[config.mk]
export PLATFORM = sky130hd
export DESIGN_NAME = fetch_pc_unit_flat
export DESIGN_NICKNAME = d
export VERILOG_FILES = /design/src/rtl/fetch_pc_unit_if.sv /design/src/rtl/fetch_pc_unit.sv /design/src/flat_wrapper.sv
export SDC_FILE = /design/constraint.sdc
export NUM_CORES = 1
export LEC_CHECK = 0
export ABC_AREA = 1
export CELL_PAD_IN_SITES_DETAIL_PLACEMENT = 0
export CELL_PAD_IN_SITES_GLOBAL_PLACEMENT = 1
export CORE_MARGIN = 5
export CORE_UTILIZATION = 27
export CTS_BUF_LIST = sky130_fd_sc_hd__clkbuf_8 sky130_fd_sc_hd__clkbuf_16
export DETAILED_ROUTE_END_ITERATION = 8
export GPL_TIMING_DRIVEN = 0
export PLACE_DENSITY = 0.79
export SYNTH_ARGS = -nofsm -noshare
export SYNTH_HDL_FRONTEND = slang
export SYNTH_SLANG_ARGS = --single-unit
export TNS_END_PERCENT = 30
[constraint.sdc]
create_clock -name CLK -period 1.7 [get_ports CLK]
set_clock_uncertainty 0.2 [all_clocks]
set_input_delay 0.17 -clock CLK [delete_from_list [all_inputs] [get_ports CLK]]
set_output_delay 0.17 -clock CLK [all_outputs]
set_load 0.05 [all_outputs]
[src/rtl/fetch_pc_unit_if.sv]
// Bus between the fetch PC unit and its environment: icache request/response,
// hazard/redirect/halt controls, and the fetch/decode latch feed.
interface fetch_pc_unit_if #(
    parameter int unsigned WORD_W = 32
);
    logic              ihit;
    logic [WORD_W-1:0] imemload;
    logic              imemREN;
    logic [WORD_W-1:0] imemaddr;
    logic              stall;
    logic              redirect_valid;
    logic [WORD_W-1:0] redirect_pc;
    logic              halt;
    logic              fd_update;
    logic              fd_flush;
    logic [WORD_W-1:0] fd_instruction;
    logic [WORD_W-1:0] fd_normal_pc;
    logic [WORD_W-1:0] fd_next_pc;

    // Environment side: drives cache responses and pipeline controls.
    modport master (
        output ihit, imemload, stall, redirect_valid, redirect_pc, halt,
        input  imemREN, imemaddr, fd_update, fd_flush,
        input  fd_instruction, fd_normal_pc, fd_next_pc
    );

    // Fetch unit side.
    modport slave (
        input  ihit, imemload, stall, redirect_valid, redirect_pc, halt,
        output imemREN, imemaddr, fd_update, fd_flush,
        output fd_instruction, fd_normal_pc, fd_next_pc
    );
endinterface

[src/rtl/fetch_pc_unit.sv]
// Instruction-fetch stage: owns the PC, issues icache reads and feeds the
// fetch/decode latch with update/flush controls and instruction/PC data.
module fetch_pc_unit #(
    parameter int unsigned         WORD_W  = 32,
    parameter logic [WORD_W-1:0]   PC_INIT = 32'h00000000
) (
    input  logic                   CLK,
    input  logic                   RST,
    fetch_pc_unit_if.slave         bus
);

    typedef enum logic [1:0] {
        ST_FETCH  = 2'd0,
        ST_DRAIN  = 2'd1,
        ST_HALTED = 2'd2
    } state_t;

    localparam logic [WORD_W-1:0] PC_STEP    = WORD_W'(4);
    localparam logic [WORD_W-1:0] ALIGN_MASK = ~(WORD_W'(3));

    state_t            state_q, state_d;
    logic [WORD_W-1:0] pc_q, pc_d;
    logic [WORD_W-1:0] pend_pc_q, pend_pc_d;

    logic              imem_ren_s;
    logic              fd_update_s;
    logic              fd_flush_s;
    logic [WORD_W-1:0] redirect_aligned_s;
    logic [WORD_W-1:0] pc_plus4_s;

    // Branch targets always land on a word boundary.
    function automatic logic [WORD_W-1:0] align_word(input logic [WORD_W-1:0] addr);
        return addr & ALIGN_MASK;
    endfunction

    // State, PC and pending-redirect registers.
    always_ff @(posedge CLK) begin
        if (RST) begin
            state_q   <= ST_FETCH;
            pc_q      <= PC_INIT;
            pend_pc_q <= {WORD_W{1'b0}};
        end else begin
            state_q   <= state_d;
            pc_q      <= pc_d;
            pend_pc_q <= pend_pc_d;
        end
    end

    // Next state, next PC and latch controls; halt > redirect > stall > ihit.
    always_comb begin
        state_d            = state_q;
        pc_d               = pc_q;
        pend_pc_d          = pend_pc_q;
        imem_ren_s         = 1'b1;
        fd_update_s        = 1'b0;
        fd_flush_s         = 1'b0;
        redirect_aligned_s = align_word(bus.redirect_pc);
        pc_plus4_s         = pc_q + PC_STEP;

        case (state_q)
            ST_FETCH: begin
                if (bus.halt) begin
                    state_d    = ST_HALTED;
                    fd_flush_s = 1'b1;
                end else if (bus.redirect_valid) begin
                    fd_flush_s = 1'b1;
                    if (bus.ihit) begin
                        pc_d = redirect_aligned_s;
                    end else begin
                        // Miss in flight at pc: hold the address until it returns.
                        pend_pc_d = redirect_aligned_s;
                        state_d   = ST_DRAIN;
                    end
                end else if (bus.stall) begin
                    pc_d = pc_q;
                end else if (bus.ihit) begin
                    fd_update_s = 1'b1;
                    pc_d        = pc_plus4_s;
                end else begin
                    pc_d = pc_q;
                end
            end

            ST_DRAIN: begin
                if (bus.halt) begin
                    state_d = ST_HALTED;
                end else begin
                    if (bus.redirect_valid) begin
                        pend_pc_d = redirect_aligned_s;
                    end else begin
                        pend_pc_d = pend_pc_q;
                    end
                    // Wrong-path word is dropped; resume at the newest target.
                    if (bus.ihit) begin
                        pc_d    = bus.redirect_valid ? redirect_aligned_s : pend_pc_q;
                        state_d = ST_FETCH;
                    end else begin
                        pc_d = pc_q;
                    end
                end
            end

            ST_HALTED: begin
                imem_ren_s = 1'b0;
            end

            default: begin
                imem_ren_s = 1'b0;
                state_d    = ST_FETCH;
            end
        endcase
    end

    assign bus.imemREN        = imem_ren_s;
    assign bus.imemaddr       = pc_q;
    assign bus.fd_update      = fd_update_s;
    assign bus.fd_flush       = fd_flush_s;
    assign bus.fd_instruction = bus.imemload;
    assign bus.fd_normal_pc   = pc_plus4_s;
    assign bus.fd_next_pc     = pc_d;

endmodule

[src/flat_wrapper.sv]
// flat-port wrapper written by rule: the top's interface ports become plain ports
module fetch_pc_unit_flat 
#(
    parameter int unsigned         WORD_W  = 32,
    parameter logic [WORD_W-1:0]   PC_INIT = 32'h00000000
)
  (CLK, RST, bus_ihit, bus_imemload, bus_stall, bus_redirect_valid, bus_redirect_pc, bus_halt, bus_imemREN, bus_imemaddr, bus_fd_update, bus_fd_flush, bus_fd_instruction, bus_fd_normal_pc, bus_fd_next_pc);
  fetch_pc_unit_if #(.WORD_W(WORD_W)) bus_i ();
  input  logic CLK;
  input  logic RST;
  input wire logic [$bits(bus_i.ihit)-1:0] bus_ihit;
  input wire logic [$bits(bus_i.imemload)-1:0] bus_imemload;
  input wire logic [$bits(bus_i.stall)-1:0] bus_stall;
  input wire logic [$bits(bus_i.redirect_valid)-1:0] bus_redirect_valid;
  input wire logic [$bits(bus_i.redirect_pc)-1:0] bus_redirect_pc;
  input wire logic [$bits(bus_i.halt)-1:0] bus_halt;
  output wire logic [$bits(bus_i.imemREN)-1:0] bus_imemREN;
  output wire logic [$bits(bus_i.imemaddr)-1:0] bus_imemaddr;
  output wire logic [$bits(bus_i.fd_update)-1:0] bus_fd_update;
  output wire logic [$bits(bus_i.fd_flush)-1:0] bus_fd_flush;
  output wire logic [$bits(bus_i.fd_instruction)-1:0] bus_fd_instruction;
  output wire logic [$bits(bus_i.fd_normal_pc)-1:0] bus_fd_normal_pc;
  output wire logic [$bits(bus_i.fd_next_pc)-1:0] bus_fd_next_pc;
  assign bus_i.ihit = bus_ihit;
  assign bus_i.imemload = bus_imemload;
  assign bus_i.stall = bus_stall;
  assign bus_i.redirect_valid = bus_redirect_valid;
  assign bus_i.redirect_pc = bus_redirect_pc;
  assign bus_i.halt = bus_halt;
  assign bus_imemREN = bus_i.imemREN;
  assign bus_imemaddr = bus_i.imemaddr;
  assign bus_fd_update = bus_i.fd_update;
  assign bus_fd_flush = bus_i.fd_flush;
  assign bus_fd_instruction = bus_i.fd_instruction;
  assign bus_fd_normal_pc = bus_i.fd_normal_pc;
  assign bus_fd_next_pc = bus_i.fd_next_pc;
  fetch_pc_unit #(.WORD_W(WORD_W), .PC_INIT(PC_INIT)) u_core (.CLK(CLK), .RST(RST), .bus(bus_i));
endmodule
# Word-level counts from Yosys, hierarchy flattened
# Cells that the tools add are included.
dict set report word_totals {
  register_bits 66
  input_bits 70
  output_inout_bits 131
}
dict set report op_classes {
  n_addsub 1
  eq_ne 9
  muxes 29
  bitwise 1
  reduce_logical 5
}
# op n
set ops {}
lappend ops {{2-to-1 mux 32 bit} 12}
lappend ops {{one-hot mux 32 bit (2 select lines)} 2}
lappend ops {{adder 32 x 3 -> 32 bit (second input constant)} 1}
lappend ops {{2-to-1 mux 2 bit} 5}
lappend ops {{2-to-1 mux 1 bit} 9}
lappend ops {{inequality test 3 bit (second input constant)} 3}
lappend ops {{inequality test 2 bit (second input constant)} 4}
lappend ops {{one-hot mux 2 bit (3 select lines)} 1}
lappend ops {{AND reduction 5 bit} 1}
lappend ops {{AND reduction 4 bit} 1}
lappend ops {{== test 2 x 1 -> 1 bit (second input constant)} 1}
lappend ops {{== test 2 bit (second input constant)} 1}
lappend ops {{logical NOT 2 bit} 1}
lappend ops {{nonzero test 2 bit} 1}
lappend ops {{OR reduction 2 bit} 1}
lappend ops {{inverter 1 bit} 1}

# Depth between registers and ports, before layout
dict set report logic_depth {
  word_depth 6
  mapped_depth 13
  ltp_nobuf 13
}

# Least setup slack after synthesis
# No wires, ideal clock.
dict set report synth_timing {
  path_type {reg-to-output}
  start {reg u_core.pc_q[2] (netlist: u_core.bus.imemaddr[2])}
  end {out bus_fd_next_pc[20]}
  t_arrival_ns 2.876
  t_required_ns 1.330
  path_slack_ns -1.546
  stages_incl_launch_ff 12
  n_path_buf 0
  cell_sequence {dfxtp_1 -> ha_1 -> nand2_1 -> nor2_2 -> nand2_2 -> nor2_4 -> nand3_1 -> xor2_1 -> nand2_1 -> nand2_1 -> nand2_1 -> nand2_1}
}
dict set report synth_between {
  elab_chain_len 6
}
# element line
set synth_lines {}
lappend synth_lines {{start, declared} fetch_pc_unit.sv:22} ;# logic [WORD_W-1:0] pc_q, pc_d;
lappend synth_lines {{start signal, assigned} fetch_pc_unit.sv:44} ;# pc_q <= pc_d;
lappend synth_lines {{adder 32 x 3 -> 32 bit} fetch_pc_unit.sv:58} ;# pc_plus4_s = pc_q + PC_STEP;
lappend synth_lines {{net bus_fd_normal_pc[20]} flat_wrapper.sv:22} ;# output wire logic [$bits(bus_i.fd_normal_pc)-1:0] bus_fd_normal_pc;
lappend synth_lines {{2-to-1 mux 32 bit} fetch_pc_unit.sv:76} ;# end else if (bus.ihit) begin
lappend synth_lines {{2-to-1 mux 32 bit} fetch_pc_unit.sv:74} ;# end else if (bus.stall) begin
lappend synth_lines {{2-to-1 mux 32 bit} fetch_pc_unit.sv:65} ;# end else if (bus.redirect_valid) begin
lappend synth_lines {{2-to-1 mux 32 bit} fetch_pc_unit.sv:62} ;# if (bus.halt) begin
lappend synth_lines {{one-hot mux 32 bit (2 select lines)} fetch_pc_unit.sv:60} ;# case (state_q)
lappend synth_lines {{end, declared} flat_wrapper.sv:23} ;# output wire logic [$bits(bus_i.fd_next_pc)-1:0] bus_fd_next_pc;
# The timed path passes the listed nets, and every way through them passes these cells.

# Final worst setup path
dict set report layout_timing {
  start {reg u_core.pc_q[2] (netlist: u_core.bus.imemaddr[2])}
  end {out bus_fd_next_pc[22]}
}
dict set report layout_between {
  elab_chain_len 6
}
# element line
set layout_lines {}
lappend layout_lines {{adder 32 x 3 -> 32 bit} fetch_pc_unit.sv:58}
lappend layout_lines {{2-to-1 mux 32 bit} fetch_pc_unit.sv:76}
lappend layout_lines {{2-to-1 mux 32 bit} fetch_pc_unit.sv:74}
lappend layout_lines {{2-to-1 mux 32 bit} fetch_pc_unit.sv:65}
lappend layout_lines {{2-to-1 mux 32 bit} fetch_pc_unit.sv:62}
lappend layout_lines {{one-hot mux 32 bit (2 select lines)} fetch_pc_unit.sv:60}
# Every way passes these cells.

==> flow_summary_export.csv <==
group,metric,value,unit
outcome,status,"complete, but fails checks",
outcome,violations,"setup timing",
logic_synthesis,async_flop_share,0,
place,io_buffers,162,
power,p_seq_frac,0.269,
sta,hold_slack,16.5,ps
power,power_frac_clock,0.297,
route,drtIter0Drc,747,
clock_tree,cts_tree,"done",
route,route.detailed.drc,0,
logic_synthesis,synth_seq_area_share,0.248,
logic_synthesis,synthFlopType,"dfxtp_1",
logic_synthesis,syn-cell-area,5330,um2
logic_synthesis,synth_edf_count,0,
critical_path,crit_top_cell,"nand2_4",
clock_tree,cts-root-buf,"clkbuf_16",
logic_synthesis,synthTopCellsByArea,"dfxtp_1 25%, nand2_1 14%, inv_1 8.7%",
place,gp_congestion,0.953,
logic_synthesis,ys_warn_count,0,
clock_tree,clk_pin_slew_worst_paths,60,ps
sta,relSlewSlack,0.370,
sta,rsz0062_at_grt,"true",
critical_path,cp-startpoint,"u_core.bus.imemaddr[2]",
critical_path,path_max_fanout,4,
critical_path,worstPathArrival,2180,ps
logic_synthesis,synth_top_area_cell,"dfxtp_1",
floorplan,dieHeight,151,um
sta,period_minus_slack,2550,ps
clock_tree,cts_max_level,3,
critical_path,endpoint,"bus_fd_next_pc[22]",
critical_path,r2r_end,"u_core.bus.imemaddr[22]",
power,internal_power,0.00386,W
global_routing,grt.total_usage,0.218,
power,peakVddDrop,0.483,mV
clock_tree,cts_buffer_depth,2,
floorplan,rows,51,
critical_path,end_kind,"primary output",
critical_path,cp.required,1330,ps
power,finalPower,0.00652,W
critical_path,rrSetupSlack,-360,ps
route,vias_per_cell,4.99,
floorplan,core_area,19500,um2
route,wl,25900,um
global_routing,overflow,0,
sta,fmax,393,MHz
critical_path,crit_chain,"ha_4 -> nand2_4 -> buf_4 -> buf_6 -> clkinv_4 -> nand2_4 -> buf_6 -> nor3_4 -> or2_4 -> nand3_2 -> nand2_1 -> nand2_2 -> nand2_4 -> buf_8",
critical_path,slowest_delay,390,ps
final_layout,num_antenna_cells,0,
clock_tree,ctsHoldBuffers,0,
logic_synthesis,syn_nets,916,
logic_synthesis,syn_inst,845,
power,p_sw,0.00266,W
logic_synthesis,ys_ff_latch,66,
logic_synthesis,synth_common_cells,"193 x nand2_1, 123 x inv_1, 90 x nor2_1, 70 x a21oi_1, 66 x dfxtp_1",
power,p_leak,4.40,nW
logic_synthesis,synth_top_area_frac,0.248,
critical_path,path_buf_inv,5,
critical_path,cp_num_cells,14,
global_routing,antenna_found_initial,0,
clock_tree,numCtsBuffers,9,
sta,setup_violations,120,
sta,setup_slack,-846,ps
place,dp_hpwl,18100,um
clock_tree,clock_latency,360,ps
floorplan,start_util,0.274,
final_layout,fillers,1915,
logic_synthesis,ys_types,42,
sta,final_hold_viol_count,0,
sta,finalCritPeriodShare,1.50,
critical_path,reg2regPathDepth,14,
route,via_count,6770,
final_layout,final_util,0.485,
min_path,worst_hold_path_type,"primary input to flip-flop",
critical_path,startpoint_type,"flip-flop",
flow_run,maxCapViolCount,0,
final_layout,layout-drive-gt1-share,0.423,
global_routing,grt_pass1_wl,37200,um
critical_path,crit_family,"simple AND/OR/NAND/NOR gates",
global_routing,grt_pass1_vias,6305,
logic_synthesis,syn-mean-instance-area,6.31,um2
clock_tree,clkSinkCount,66,
route,drtPass1Iterations,6,
floorplan,die_w,151,um
critical_path,critPathKind,"flip-flop to primary output",
final_layout,nets,1158,
floorplan,dieArea,22700,um2
logic_synthesis,yosysMostFrequentCell,"nand2_1",
power,p_comb_frac,0.434,
route,ant_nets,0,
sta,worstMarginPinSlew,945,ps
global_routing,grt_max_degree,12,
power,netSwitchingFraction,0.408,
critical_path,worst_path_max_delay_cell,"dfxtp_4",
final_layout,synthToLayoutAreaGrowth,77.0,%
critical_path,r2r-start,"u_core.bus.imemaddr[2]",
route,wl_per_cell,19.1,um
sta,drv_slew,0,
floorplan,io_pins,201,
power,powerDensity,691,nW/um2
## worst reg2reg max path, stage by stage, from the launching register on
cell and delay, ps:
dfxtp_4 390, ha_4 160, nand2_4 60, buf_4 140, buf_6 110, clkinv_4 40, nand2_4 60, buf_6 120
nor3_4 120, or2_4 150, nand3_2 50, nand2_1 90, nand2_2 80, buf_6 130, a21oi_2 90
## cell usage in the layout (no fill, tap or decap), types with 24 or more instances in the layout
| master | instances |
|---|---|
| clkdlybuf4s50_1 | 63 |
| a21oi_1 | 62 |
| a211oi_2 | 30 |
| inv_1 | 114 |
| o21ai_0 | 36 |
| dfxtp_4 | 24 |
| nand2_2 | 42 |
| buf_6 | 37 |
| nand2_1 | 135 |
| buf_4 | 96 |
| dlymetal6s2s_1 | 27 |
| o22ai_1 | 24 |
| dfxtp_1 | 35 |
| nor2_1 | 48 |
| buf_8 | 36 |
| nor2_2 | 36 |
## how the worst min path moves through the flow
| stage | end | cells after the start | from |
|---|---|---|---|
| 2_1_floorplan | u_core.pend_pc_q[21] | 2 | bus_redirect_pc[21] |
| 5_1_grt | u_core.state_q[1] | 3 | bus_halt |
| 3_5_place_dp | u_core.pend_pc_q[1] | 2 | u_core.pend_pc_q[1] |
| 4_1_cts | u_core.state_q[1] | 3 | bus_halt |
| 3_3_place_gp | u_core.pend_pc_q[10] | 2 | u_core.pend_pc_q[10] |
| 6_report | u_core.state_q[1] | 3 | bus_halt |
## flip-flops by register name, indices dropped and copies added, names as in the netlist
| signal | count |
|---|---|
| u_core.bus.imemaddr | 32 |
| u_core.pend_pc_q | 32 |
| u_core.state_q | 2 |
## cells by family after synthesis
kind of cell,Yosys count,synth area share
AND/OR/NAND/NOR,331,0.255
flip-flops,66,0.248
XOR/XNOR,17,0.0279
adder cells (fa/ha/maj),1,0.00235
buffers and inverters,209,0.186
multiplexers,1,0.00188
AO/OA/AOI/OAI,220,0.278
## power groups by stage
| stage | clock [W] | sequential [W] | combinational (W) |
|---|---|---|---|
| global placement | 0 | 0.00180 | 0.00236 |
| floorplan | 0 | 0.00193 | 0.00142 |
| global route | 0.00200 | 0.00177 | 0.00296 |
| finish | 0.00193 | 0.00176 | 0.00283 |
| detailed placement | 0 | 0.00180 | 0.00236 |
| CTS | 0.00193 | 0.00175 | 0.00263 |
## area by class of cell
class	count	area, um2	share of cell area
sequential	66	1420	0.151
buffer	78	582	0.0617
clock inverter	6	50.0	0.00531
inverter	131	509	0.0540
multi-input combinational	570	3810	0.404
tap	265	332	0.0351
timing repair buffer	231	2490	0.264
clock buffer	10	239	0.0253
## repair_timing
item	in CTS	in global routing
pin swaps	38	45
endpoints found under the setup margin	158	156
gates cloned	1	0
buffers inserted	41	27
gates resized for setup	520	199
## per-layer routing
| layer | vias up | global-route usage | part of all wire |
|---|---|---|---|
| li1 | 3211 | - | - |
| met1 | 3136 | 0.292 | 0.42 |
| met2 | 366 | 0.349 | 0.46 |
| met3 | 57 | 0.0464 | 0.091 |
| met4 | 0 | 0.0755 | 0.030 |
| met5 | - | 0 | 0 |
## metrics by stage
step	cell area (um2)	worst slack [ps]	instances	setup TNS, ps
after floorplan	5610	-638	845	-24770
after global placement	7560	-1370	1272	-82370
after detailed placement	7560	-1360	1272	-83460
after CTS	8710	-806	1330	-54020
after global routing	9430	-934	1357	-54590
final	9430	-846	1357	-46620
No activity file was read; power rests on OpenSTA's default activity.
